### src/rtl/lc3b_types.sv
// rtl/lc3b_types.sv - LC-3b opcode and memory-sequencer types shared by the MEM stage
// Purpose: opcode encoding, sequencer state enum, opcode classification helpers.
// Ports: none (package).
package lc3b_types;

    typedef enum logic [3:0] {
        OP_BR   = 4'h0,
        OP_ADD  = 4'h1,
        OP_LDB  = 4'h2,
        OP_STB  = 4'h3,
        OP_JSR  = 4'h4,
        OP_AND  = 4'h5,
        OP_LDR  = 4'h6,
        OP_STR  = 4'h7,
        OP_RTI  = 4'h8,
        OP_NOT  = 4'h9,
        OP_LDI  = 4'hA,
        OP_STI  = 4'hB,
        OP_JMP  = 4'hC,
        OP_SHF  = 4'hD,
        OP_LEA  = 4'hE,
        OP_TRAP = 4'hF
    } lc3b_opcode;

    typedef enum logic [2:0] {
        S_IDLE    = 3'd0,
        S_SINGLE  = 3'd1,
        S_PTR_RD  = 3'd2,
        S_DATA_RD = 3'd3,
        S_DATA_WR = 3'd4,
        S_TRAP_RD = 3'd5,
        S_DONE    = 3'd6
    } lc3b_mseq_state;

    function automatic logic is_mem_op(input lc3b_opcode op);
        case (op)
            OP_LDB, OP_STB, OP_LDR, OP_STR,
            OP_LDI, OP_STI, OP_TRAP: is_mem_op = 1'b1;
            default:                 is_mem_op = 1'b0;
        endcase
    endfunction

    function automatic logic is_indirect(input lc3b_opcode op);
        is_indirect = (op == OP_LDI) || (op == OP_STI);
    endfunction

    function automatic logic is_store(input lc3b_opcode op);
        is_store = (op == OP_STB) || (op == OP_STR) || (op == OP_STI);
    endfunction

    function automatic logic is_byte(input lc3b_opcode op);
        is_byte = (op == OP_LDB) || (op == OP_STB);
    endfunction

endpackage

### src/rtl/byte_lane_unit.sv
// rtl/byte_lane_unit.sv - combinational byte-lane select, store replicate and load zero-extend
// Purpose: lane handling for ldb/stb accesses.
// Ports: lane (in, lane index), store_byte (in), rdata (in),
//        byte_en (out, one-hot lane), wdata_rep (out), rdata_byte (out, zero-extended).
module byte_lane_unit #(
    parameter int DATA_W = 16,
    parameter int LANE_W = 1
) (
    input  logic [LANE_W-1:0]   lane,
    input  logic [7:0]          store_byte,
    input  logic [DATA_W-1:0]   rdata,
    output logic [DATA_W/8-1:0] byte_en,
    output logic [DATA_W-1:0]   wdata_rep,
    output logic [DATA_W-1:0]   rdata_byte
);
    localparam int NUM_LANES = DATA_W / 8;

    logic [DATA_W-1:0] rdata_shifted;

    always_comb begin
        byte_en = '0;
        for (int i = 0; i < NUM_LANES; i++) begin
            byte_en[i] = (lane == LANE_W'(i));
        end
    end

    assign wdata_rep     = {NUM_LANES{store_byte}};
    assign rdata_shifted = rdata >> {lane, 3'b000};
    assign rdata_byte    = {{(DATA_W-8){1'b0}}, rdata_shifted[7:0]};

endmodule

### src/rtl/mem_access_sequencer.sv
// rtl/mem_access_sequencer.sv - multi-cycle MEM-stage access sequencer for LC-3b
// Purpose: runs single (ldr/str/ldb/stb) and chained (ldi/sti/trap) memory accesses,
//          stalls the pipeline until done, returns load data or trap target PC.
// Ports: clk, reset (sync, active-high); start/opcode/addr_in/store_data/trapvect8 from EX/MEM;
//        mem_* memory request/response; stall, done, result_data, pc_load, pc_target to pipeline.
module mem_access_sequencer
    import lc3b_types::*;
#(
    parameter int DATA_W     = 16,
    parameter int ADDR_W     = 16,
    parameter int TRAP_SHIFT = 1
) (
    input  logic                clk,
    input  logic                reset,
    input  logic                start,
    input  logic [3:0]          opcode,
    input  logic [ADDR_W-1:0]   addr_in,
    input  logic [DATA_W-1:0]   store_data,
    input  logic [7:0]          trapvect8,
    input  logic                mem_resp,
    input  logic [DATA_W-1:0]   mem_rdata,
    output logic                mem_read,
    output logic                mem_write,
    output logic [ADDR_W-1:0]   mem_address,
    output logic [DATA_W-1:0]   mem_wdata,
    output logic [DATA_W/8-1:0] mem_byte_enable,
    output logic                stall,
    output logic                done,
    output logic [DATA_W-1:0]   result_data,
    output logic                pc_load,
    output logic [ADDR_W-1:0]   pc_target
);
    localparam int NUM_LANES = DATA_W / 8;
    localparam int LANE_W    = (NUM_LANES > 1) ? $clog2(NUM_LANES) : 1;
    localparam logic [ADDR_W-1:0] LANE_MASK = {{(ADDR_W-LANE_W){1'b0}}, {LANE_W{1'b1}}};

    lc3b_mseq_state    state_q, state_d;
    lc3b_opcode        op_q, op_d;
    logic [ADDR_W-1:0] addr_q, addr_d;
    logic [DATA_W-1:0] store_q, store_d;
    logic [7:0]        trapvect_q, trapvect_d;
    logic [DATA_W-1:0] result_q, result_d;
    logic [ADDR_W-1:0] pc_target_q, pc_target_d;

    lc3b_opcode        op_in;
    logic              accept;
    logic              req_read, req_write, byte_acc;
    logic [ADDR_W-1:0] trap_addr, raw_addr;
    logic [NUM_LANES-1:0] lane_en;
    logic [DATA_W-1:0] wdata_rep, rdata_byte;

    assign op_in  = lc3b_opcode'(opcode);
    assign accept = (state_q == S_IDLE) && start && is_mem_op(op_in);

    byte_lane_unit #(
        .DATA_W (DATA_W),
        .LANE_W (LANE_W)
    ) u_lane (
        .lane       (addr_q[LANE_W-1:0]),
        .store_byte (store_q[7:0]),
        .rdata      (mem_rdata),
        .byte_en    (lane_en),
        .wdata_rep  (wdata_rep),
        .rdata_byte (rdata_byte)
    );

    // Request decode is a pure function of the registered state, so requests stay
    // steady for as long as the state waits for mem_resp.
    always_comb begin
        req_read  = 1'b0;
        req_write = 1'b0;
        case (state_q)
            S_SINGLE:                        begin
                req_read  = !is_store(op_q);
                req_write = is_store(op_q);
            end
            S_PTR_RD, S_DATA_RD, S_TRAP_RD:  req_read  = 1'b1;
            S_DATA_WR:                       req_write = 1'b1;
            default:                         ;
        endcase
    end

    // Only the single access of ldb/stb is a byte access; the pointer and data
    // phases of ldi/sti and the trap vector read are always word accesses.
    assign byte_acc  = (state_q == S_SINGLE) && is_byte(op_q);
    assign trap_addr = ADDR_W'(trapvect_q) << TRAP_SHIFT;
    assign raw_addr  = (state_q == S_TRAP_RD) ? trap_addr : addr_q;

    always_comb begin
        mem_address     = '0;
        mem_byte_enable = '0;
        mem_wdata       = '0;
        if (req_read || req_write) begin
            mem_address     = byte_acc ? raw_addr : (raw_addr & ~LANE_MASK);
            mem_byte_enable = byte_acc ? lane_en : '1;
        end
        if (req_write) begin
            mem_wdata = byte_acc ? wdata_rep : store_q;
        end
    end

    assign mem_read    = req_read;
    assign mem_write   = req_write;
    assign done        = (state_q == S_DONE);
    assign pc_load     = (state_q == S_DONE) && (op_q == OP_TRAP);
    assign stall       = ((state_q != S_IDLE) && (state_q != S_DONE)) || accept;
    assign result_data = result_q;
    assign pc_target   = pc_target_q;

    always_comb begin
        state_d     = state_q;
        op_d        = op_q;
        addr_d      = addr_q;
        store_d     = store_q;
        trapvect_d  = trapvect_q;
        result_d    = result_q;
        pc_target_d = pc_target_q;
        case (state_q)
            S_IDLE: begin
                if (accept) begin
                    op_d       = op_in;
                    addr_d     = addr_in;
                    store_d    = store_data;
                    trapvect_d = trapvect8;
                    if (is_indirect(op_in)) begin
                        state_d = S_PTR_RD;
                    end else if (op_in == OP_TRAP) begin
                        state_d = S_TRAP_RD;
                    end else begin
                        state_d = S_SINGLE;
                    end
                end
            end
            S_SINGLE: begin
                if (mem_resp) begin
                    state_d = S_DONE;
                    if (!is_store(op_q)) begin
                        result_d = is_byte(op_q) ? rdata_byte : mem_rdata;
                    end
                end
            end
            S_PTR_RD: begin
                if (mem_resp) begin
                    addr_d  = ADDR_W'(mem_rdata);
                    state_d = is_store(op_q) ? S_DATA_WR : S_DATA_RD;
                end
            end
            S_DATA_RD: begin
                if (mem_resp) begin
                    result_d = mem_rdata;
                    state_d  = S_DONE;
                end
            end
            S_DATA_WR: begin
                if (mem_resp) begin
                    state_d = S_DONE;
                end
            end
            S_TRAP_RD: begin
                if (mem_resp) begin
                    pc_target_d = ADDR_W'(mem_rdata);
                    state_d     = S_DONE;
                end
            end
            S_DONE:  state_d = S_IDLE;
            default: state_d = S_IDLE;
        endcase
    end

    always_ff @(posedge clk) begin
        if (reset) begin
            state_q     <= S_IDLE;
            op_q        <= OP_BR;
            addr_q      <= '0;
            store_q     <= '0;
            trapvect_q  <= '0;
            result_q    <= '0;
            pc_target_q <= '0;
        end else begin
            state_q     <= state_d;
            op_q        <= op_d;
            addr_q      <= addr_d;
            store_q     <= store_d;
            trapvect_q  <= trapvect_d;
            result_q    <= result_d;
            pc_target_q <= pc_target_d;
        end
    end

endmodule

### config.mk
export PLATFORM = sky130hd
export DESIGN_NAME = mem_access_sequencer
export DESIGN_NICKNAME = d
export VERILOG_FILES = /design/src/rtl/lc3b_types.sv /design/src/rtl/byte_lane_unit.sv /design/src/rtl/mem_access_sequencer.sv
export SDC_FILE = /design/constraint.sdc
export NUM_CORES = 1
export LEC_CHECK = 0
export ABC_CLOCK_PERIOD_IN_PS = 2100
export CAP_MARGIN = 20
export CELL_PAD_IN_SITES_DETAIL_PLACEMENT = 2
export CELL_PAD_IN_SITES_GLOBAL_PLACEMENT = 2
export CORE_ASPECT_RATIO = 1.25
export CORE_MARGIN = 5
export CORE_UTILIZATION = 25
export CTS_BUF_LIST = sky130_fd_sc_hd__clkbuf_4 sky130_fd_sc_hd__clkbuf_8
export DETAILED_ROUTE_END_ITERATION = 8
export HOLD_SLACK_MARGIN = 0.08
export PLACE_DENSITY = 0.75
export RECOVER_POWER = 25
export SLEW_MARGIN = 25
export SYNTH_ARGS = -nofsm -noshare
export SYNTH_HDL_FRONTEND = slang
export SYNTH_SLANG_ARGS = --single-unit
### constraint.sdc
create_clock -name clk -period 2.1 [get_ports clk]
set_input_delay 0.42 -clock clk [delete_from_list [all_inputs] [get_ports clk]]
set_output_delay 0.42 -clock clk [all_outputs]
set_load 0.05 [all_outputs]
==> results of run 1 <==
==> worst min path at each step <==
stage / end / slack (ns)
5_1_grt: pc_target[9]$_SDFFE_PP0P_ / 0.48
4_1_cts: trapvect_q[1]$_SDFFE_PP0P_ / 0.47
2_1_floorplan: store_q[10]$_SDFFE_PP0P_ / 0.44
3_5_place_dp: pc_target[9]$_SDFFE_PP0P_ / 0.45
3_3_place_gp: result_data[15]$_SDFFE_PP0P_ / 0.44
6_report: pc_target[9]$_SDFFE_PP0P_ / 0.46
==> through the flow <==
stage / setup TNS [ns] / hold WS, ns
after floorplan: -0.09637 / 0.4360
final: -2.448 / 0.4627
after global routing: -3.947 / 0.4829
after global placement: -0.1818 / 0.4395
after detailed placement: -0.2777 / 0.4528
after CTS: -1.547 / 0.4652
==> worst max-delay path, stage by stage (launching register included) <==
cell	delay, ns
dfxtp_2	0.35
and2b_2	0.26
nand3b_1	0.15
buf_12	0.20
mux2i_4	0.28
nor2_4	0.07
buf_12	0.15
==> cells by family (layout without fill, tap and decap cells) <==
kind of cell              Yosys count  after routing  synth area share (%)
muxes                              41             41                 10.59
buffers and inverters              37            194                 6.202
DFF                                79             79                 40.83
xor gates and xnor gates            1              1                0.2261
AOI/OAI and AO/OA                 100            100                 18.90
other                               0              1                     0
and+or+nand+nor                   198            198                 23.26
==> flip-flops by register name, indices dropped and copies added, names as in the netlist <==
| register | cells |
|---|---|
| addr_q | 16 |
| op_q | 4 |
| pc_target | 16 |
| result_data | 16 |
| state_q | 3 |
| store_q | 16 |
| trapvect_q | 8 |
==> routing by layer <==
layer | wire, um | up-vias | track usage (%)
met1 | 6577 | 1988 | 20.27
met5 | 0 | - | 0
met4 | 462 | 0 | 5.774
met3 | 325 | 23 | 2.011
li1 | - | 1869 | -
met2 | 9506 | 73 | 33.91
==> area by class of cell <==
type / instances / area, um^2
antenna: 1 / 2.502
clock buffer: 10 / 137.6
clock inverter: 6 / 45.04
fill: 1634 / 8698
inverter: 4 / 17.52
multi-input combinational: 340 / 2476
sequential: 79 / 1597
tap: 212 / 265.3
timing repair buffer: 173 / 2132
timing repair inverter: 1 / 7.507
==> power by group through the flow <==
| stage | combinational (uW) | clock [uW] | sequential [uW] |
|---|---|---|---|
| 6_report | 4040 | 1100 | 1950 |
| 5_1_grt | 4260 | 1180 | 1990 |
| 4_1_cts | 3660 | 1130 | 1930 |
| 3_5_place_dp | 3400 | 0 | 1940 |
| 3_3_place_gp | 3310 | 0 | 1920 |
| 2_1_floorplan | 1900 | 0 | 2090 |
==> layout by cell type, fill, tap and decap left out, types with 7 or more instances in the layout <==
cell type / n
buf_12: 45
buf_4: 25
and2_4: 16
dfxtp_1: 73
buf_6: 7
mux2i_1: 27
mux2i_4: 11
clkbuf_8: 10
nor2_1: 29
a21oi_1: 52
clkdlybuf4s50_1: 89
nand3_1: 13
nor2_4: 11
a211oi_2: 20
nand2_1: 103
==> what timing repair did <==
| action | 4_1_cts | 5_1_grt |
|---|---|---|
| cloned | 1 | 0 |
| setup endpoints to repair | 36 | 36 |
| pin swaps | 13 | 8 |
| setup buffers | 3 | 10 |
| resized for setup | 72 | 45 |
==> flow_summary_export.csv, run 1 <==
group,metric,value,unit
power,p_int,3979,uW
synth,syn_nets,520,
floorplan,io_pins,135,
placed_design,post-place-cells,795,
grt,grt_max_degree,41,
timing,slew_viol_final,0,
routing,ant_nets,0,
setup_path,startpoint_type,"flip-flop",
power,pwr-share-clk,15.4,%
timing,min_period_over_period,107.1,%
routing,drc,0,
floorplan,die_y,149.2,um
finish,postLayoutCoreUtil,43.44,%
setup_path,r2r_setup_slack,0.19,ns
timing,setup_viol,22,
synth,synthFlopType,"dfxtp_1",
finish,syn2layout_area_growth,72.45,%
setup_path,crit_arrival,1.83,ns
cts,ctsHoldBuffers,0,
synth,synth_top_area_share,40.83,%
setup_path,r2r-end,"pc_target[6]$_SDFFE_PP0P_",
timing,skew,0.01264,ns
setup_path,cp-end-kind,"output port",
power,p_per_area,1062,mW/mm^2
cts,cts_max_level,3,
routing,vias_per_cell,4.786,
floorplan,initial_core_util,25.19,%
placed_design,dpl.hpwl,11.79,mm
power,pwr-share-comb,57.0,%
placed_design,globalplace.congestion,0.8100,
timing,setup_ws,-0.1494,ns
grt,grt_use_total,17.76,%
routing,wl_per_cell,20.42,um
finish,drive_gt1_share,31.97,%
setup_path,r2r_cells,7,
synth,synth_area_per_cell,8.495,um^2
timing,relSlewSlack,51.37,%
routing,drt_iter0_drc,105,
cts,clock_latency,0.36,ns
synth,ys_types,42,
timing,rsz0062_at_grt,"true",
grt,grt_pass1_wl,24.85,mm
timing,hold_viol,0,
power,swShare,43.90,%
hold_path,hp-start,"pc_target[9]$_SDFFE_PP0P_",
routing,firstDrtPassIters,4,
status,status,"finished, violations left",
synth,synthesis.area,0.003874,mm^2
cts,cts_buffers,9,
routing,wl,16.87,mm
power,power_leakage,0.002300,uW
setup_path,worstPathRequired,1.68,ns
synth,synth_edf_count,0,
grt,antenna_found_initial,1,
finish,final_nets,672,
finish,final_area,0.006680,mm^2
floorplan,die-width,121.3,um
routing,vias,3953,
setup_path,critPathKind,"flip-flop to output port",
setup_path,cp-endpoint,"mem_wdata[13]",
synth,ys_seq_area_share,40.83,%
placed_design,placed_cell_area,0.005927,mm^2
setup_path,worstSetupStartpoint,"state_q[2]$_SDFFE_PP0P_",
timing,worst_slew_pin_slew,0.7283,ns
power,p_sw,3114,uW
cts,cts_buffer_depth,2,
hold_path,holdPathStages,2,
placed_design,dp_slack,-0.2115,ns
timing,finalCriticalPeriod,2.249,ns
cts,cts_tree,"done",
power,finalPower,7093,uW
synth,ys_seq_elements,79,
floorplan,rows,51,
floorplan,core-area,0.01538,mm^2
setup_path,cp_max_fo,10,
grt,grt_pass1_vias,4473,
synth,ys.warnings.count,0,
synth,synth.area.top_cells,"dfxtp_1, mux2i_1, nand2_1",
synth,synthTopCellsByCount,"nand2_1, dfxtp_1, a21oi_1",
synth,synthCells,456,
status,violations,"negative setup slack",
synth,async_reset_ff_share,0,%
cts,clk_pin_slew_worst_paths,0.09,ns
power,irDropWorstVdd,439.7,uV
synth,yosysMostFrequentCell,"nand2_1",
timing,max_freq,444.6,MHz
cts,cts_root_buffer,"clkbuf_8",
power,sequentialPowerShare,27.6,%
finish,stdcell_count,826,
synth,synth_largest_area_cell,"dfxtp_1",
run,drv.max_cap_violation_count,0,
placed_design,numPortBuffers,134,
cts,cts.sinks,79,
grt,grt-ovfl-total,0,
setup_path,r2r_start,"state_q[2]$_SDFFE_PP0P_",
floorplan,die_area,0.01810,mm^2
hold_path,hp-class,"flip-flop to flip-flop",
(Power assumes the default switching activity.)
==> run 2, diff against run 1 <==
--- a/config.mk
+++ b/config.mk
@@ -11,11 +11,11 @@
 export CELL_PAD_IN_SITES_GLOBAL_PLACEMENT = 2
 export CORE_ASPECT_RATIO = 1.25
 export CORE_MARGIN = 5
-export CORE_UTILIZATION = 25
+export CORE_UTILIZATION = 26
 export CTS_BUF_LIST = sky130_fd_sc_hd__clkbuf_4 sky130_fd_sc_hd__clkbuf_8
 export DETAILED_ROUTE_END_ITERATION = 8
 export HOLD_SLACK_MARGIN = 0.08
-export PLACE_DENSITY = 0.75
+export PLACE_DENSITY_LB_ADDON = 0.1
 export RECOVER_POWER = 25
 export SLEW_MARGIN = 25
 export SYNTH_ARGS = -nofsm -noshare
==> run 2 against run 1 <==
Against the previous run: die area shrank 3.6%; cell count shrank 3.1%; utilization grew 0.77 points; global-route usage grew 0.76 points; non-clock buffer count grew 6; maximum frequency grew 0.18%; worst hold slack lost 0.0011 ns; critical path depth grew 1; the flow still finishes with violations (negative setup slack); critical path type unchanged; register-to-register slack lost 0.19 ns; routed wire length shrank 0.71%; count of clock-buffer cells in the layout shrank 1; power shrank 1.2%.
==> flow_summary_export.csv, run 2 (synthesis results as in run 1) <==
group,metric,value,unit
status,status,"finished, violations left",
status,violations,"negative setup slack",
hold_path,hp-start,"trapvect_q[3]$_SDFFE_PP0P_",
timing,relSlewSlack,46.65,%
setup_path,critPathKind,"flip-flop to output port",
floorplan,initial_core_util,26.13,%
power,p_int,4004,uW
floorplan,rows,50,
cts,cts_buffer_depth,2,
grt,grt_max_degree,80,
finish,final_area,0.006555,mm^2
finish,syn2layout_area_growth,69.22,%
routing,vias,3998,
placed_design,numPortBuffers,134,
setup_path,worstPathRequired,1.68,ns
cts,clk_pin_slew_worst_paths,0.08,ns
finish,stdcell_count,800,
timing,worst_slew_pin_slew,0.7990,ns
placed_design,placed_cell_area,0.005862,mm^2
routing,wl_met1,6.407,mm
hold_path,hp-class,"flip-flop to flip-flop",
timing,hold_viol,0,
finish,final_common_cell,"nand2_1",
finish,drive_gt1_share,30.26,%
routing,route.met2.wl,9.311,mm
floorplan,core-area,0.01483,mm^2
grt,grt_pass1_vias,4392,
power,p_per_area,1069,mW/mm^2
timing,skew,0.01667,ns
hold_path,holdPathStages,2,
cts,cts_tree,"done",
routing,wl,16.75,mm
placed_design,post-place-cells,765,
routing,firstDrtPassIters,4,
timing,tns,-2.577,ns
timing,setup_viol,28,
setup_path,cp_max_fo,5,
routing,wl_met3,745,um
routing,wl_per_cell,20.94,um
floorplan,io_pins,135,
floorplan,die_y,146.5,um
cts,cts.sinks,79,
grt,antenna_found_initial,0,
hold_path,holdPathEnd,"trapvect_q[3]$_SDFFE_PP0P_",
finish,layout_common_cells,"nand2_1, clkdlybuf4s50_1, dfxtp_1",
timing,min_period_over_period,106.9,%
setup_path,startpoint_type,"flip-flop",
cts,cts_buffers,9,
floorplan,die-width,119.2,um
setup_path,r2r_start,"state_q[0]$_SDFFE_PP0P_",
cts,cts_max_level,3,
setup_path,r2r_cells,6,
timing,finalCriticalPeriod,2.245,ns
power,pwr-share-comb,54.1,%
grt,grt_use_total,18.52,%
run,drv.max_cap_violation_count,0,
routing,ant_nets,0,
setup_path,worstSetupStartpoint,"state_q[2]$_SDFFE_PP0P_",
timing,slew_viol_final,0,
cts,cts_root_buffer,"clkbuf_8",
setup_path,crit_arrival,1.83,ns
placed_design,dpl.hpwl,11.80,mm
floorplan,die_area,0.01746,mm^2
finish,final_nets,678,
routing,routed.top_layer,"met4",
power,swShare,42.85,%
placed_design,globalplace.congestion,0.8250,
setup_path,r2r-end,"addr_q[8]$_SDFFE_PP0P_",
grt,grt-ovfl-total,0,
routing,vias_per_cell,4.998,
power,pwr-share-clk,17.9,%
power,sequentialPowerShare,28.1,%
cts,clock_latency,0.36,ns
cts,ctsHoldBuffers,0,
setup_path,cp-end-kind,"output port",
grt,grt_pass1_wl,25.23,mm
finish,antenna_cells,0,
power,p_sw,3002,uW
timing,setup_ws,-0.1453,ns
timing,max_freq,445.4,MHz
power,power_leakage,0.002319,uW
timing,rsz0062_at_grt,"true",
power,irDropWorstVdd,790.9,uV
setup_path,r2r_setup_slack,0,ns
routing,drt_iter0_drc,123,
routing,drc,0,
-- run 2: power by group through the flow --
stage	clock network, uW	registers (uW)	logic (uW)
final	1250	1970	3790
after global routing	1370	2000	4010
after CTS	1300	1950	3580
after detailed placement	0	1970	3320
after global placement	0	1950	3230
after floorplan	0	2090	1900
-- run 2: how the worst max path moves through the flow --
stage | endpoint | depth (start not counted)
floorplan | mem_read | 4
global placement | stall | 6
detailed placement | stall | 6
CTS | mem_wdata[9] | 7
global route | mem_address[7] | 5
finish | mem_wdata[13] | 7
-- run 2: critical path, cell delays in order, from the launching register on --
cell	delay (ns)
dfxtp_2	0.35
and2b_2	0.25
nand3b_1	0.10
buf_6	0.13
buf_12	0.15
mux2i_4	0.28
nor2_4	0.06
buf_12	0.15
-- run 2: metal layers --
metal | GRT usage (%) | vias up
met2 | 34.82 | 115
met3 | 3.991 | 19
met1 | 20.69 | 1983
met5 | 0 | -
met4 | 5.333 | 0
li1 | - | 1881
-- run 2: what timing repair did --
action / CTS / global route
hold endpoints to repair: 0 / 0
setup buffers: 15 / 3
pin swaps: 7 / 4
resized for setup: 56 / 38
endpoints found under the setup margin: 39 / 70
cloned: 1 / 1
-- run 2: final cells by class --
type,count,area (um^2)
inverter,4,20.02
clock inverter,6,86.33
multi-input combinational,341,2384
clock buffer,9,123.9
sequential,79,1597
timing repair buffer,179,2117
tap,182,227.7
fill,1621,8272
-- run 2: metrics by stage --
stage	hold WS (ns)	worst slack [ns]	util (%)	power, uW
after floorplan	0.4360	-0.05258	-	3994
after global placement	0.4411	-0.2014	39.54	5185
after detailed placement	0.4536	-0.2728	39.54	5288
after CTS	0.4655	-0.1248	43.43	6833
after global routing	0.4853	-0.2259	44.21	7380
final	0.4617	-0.1453	44.21	7006
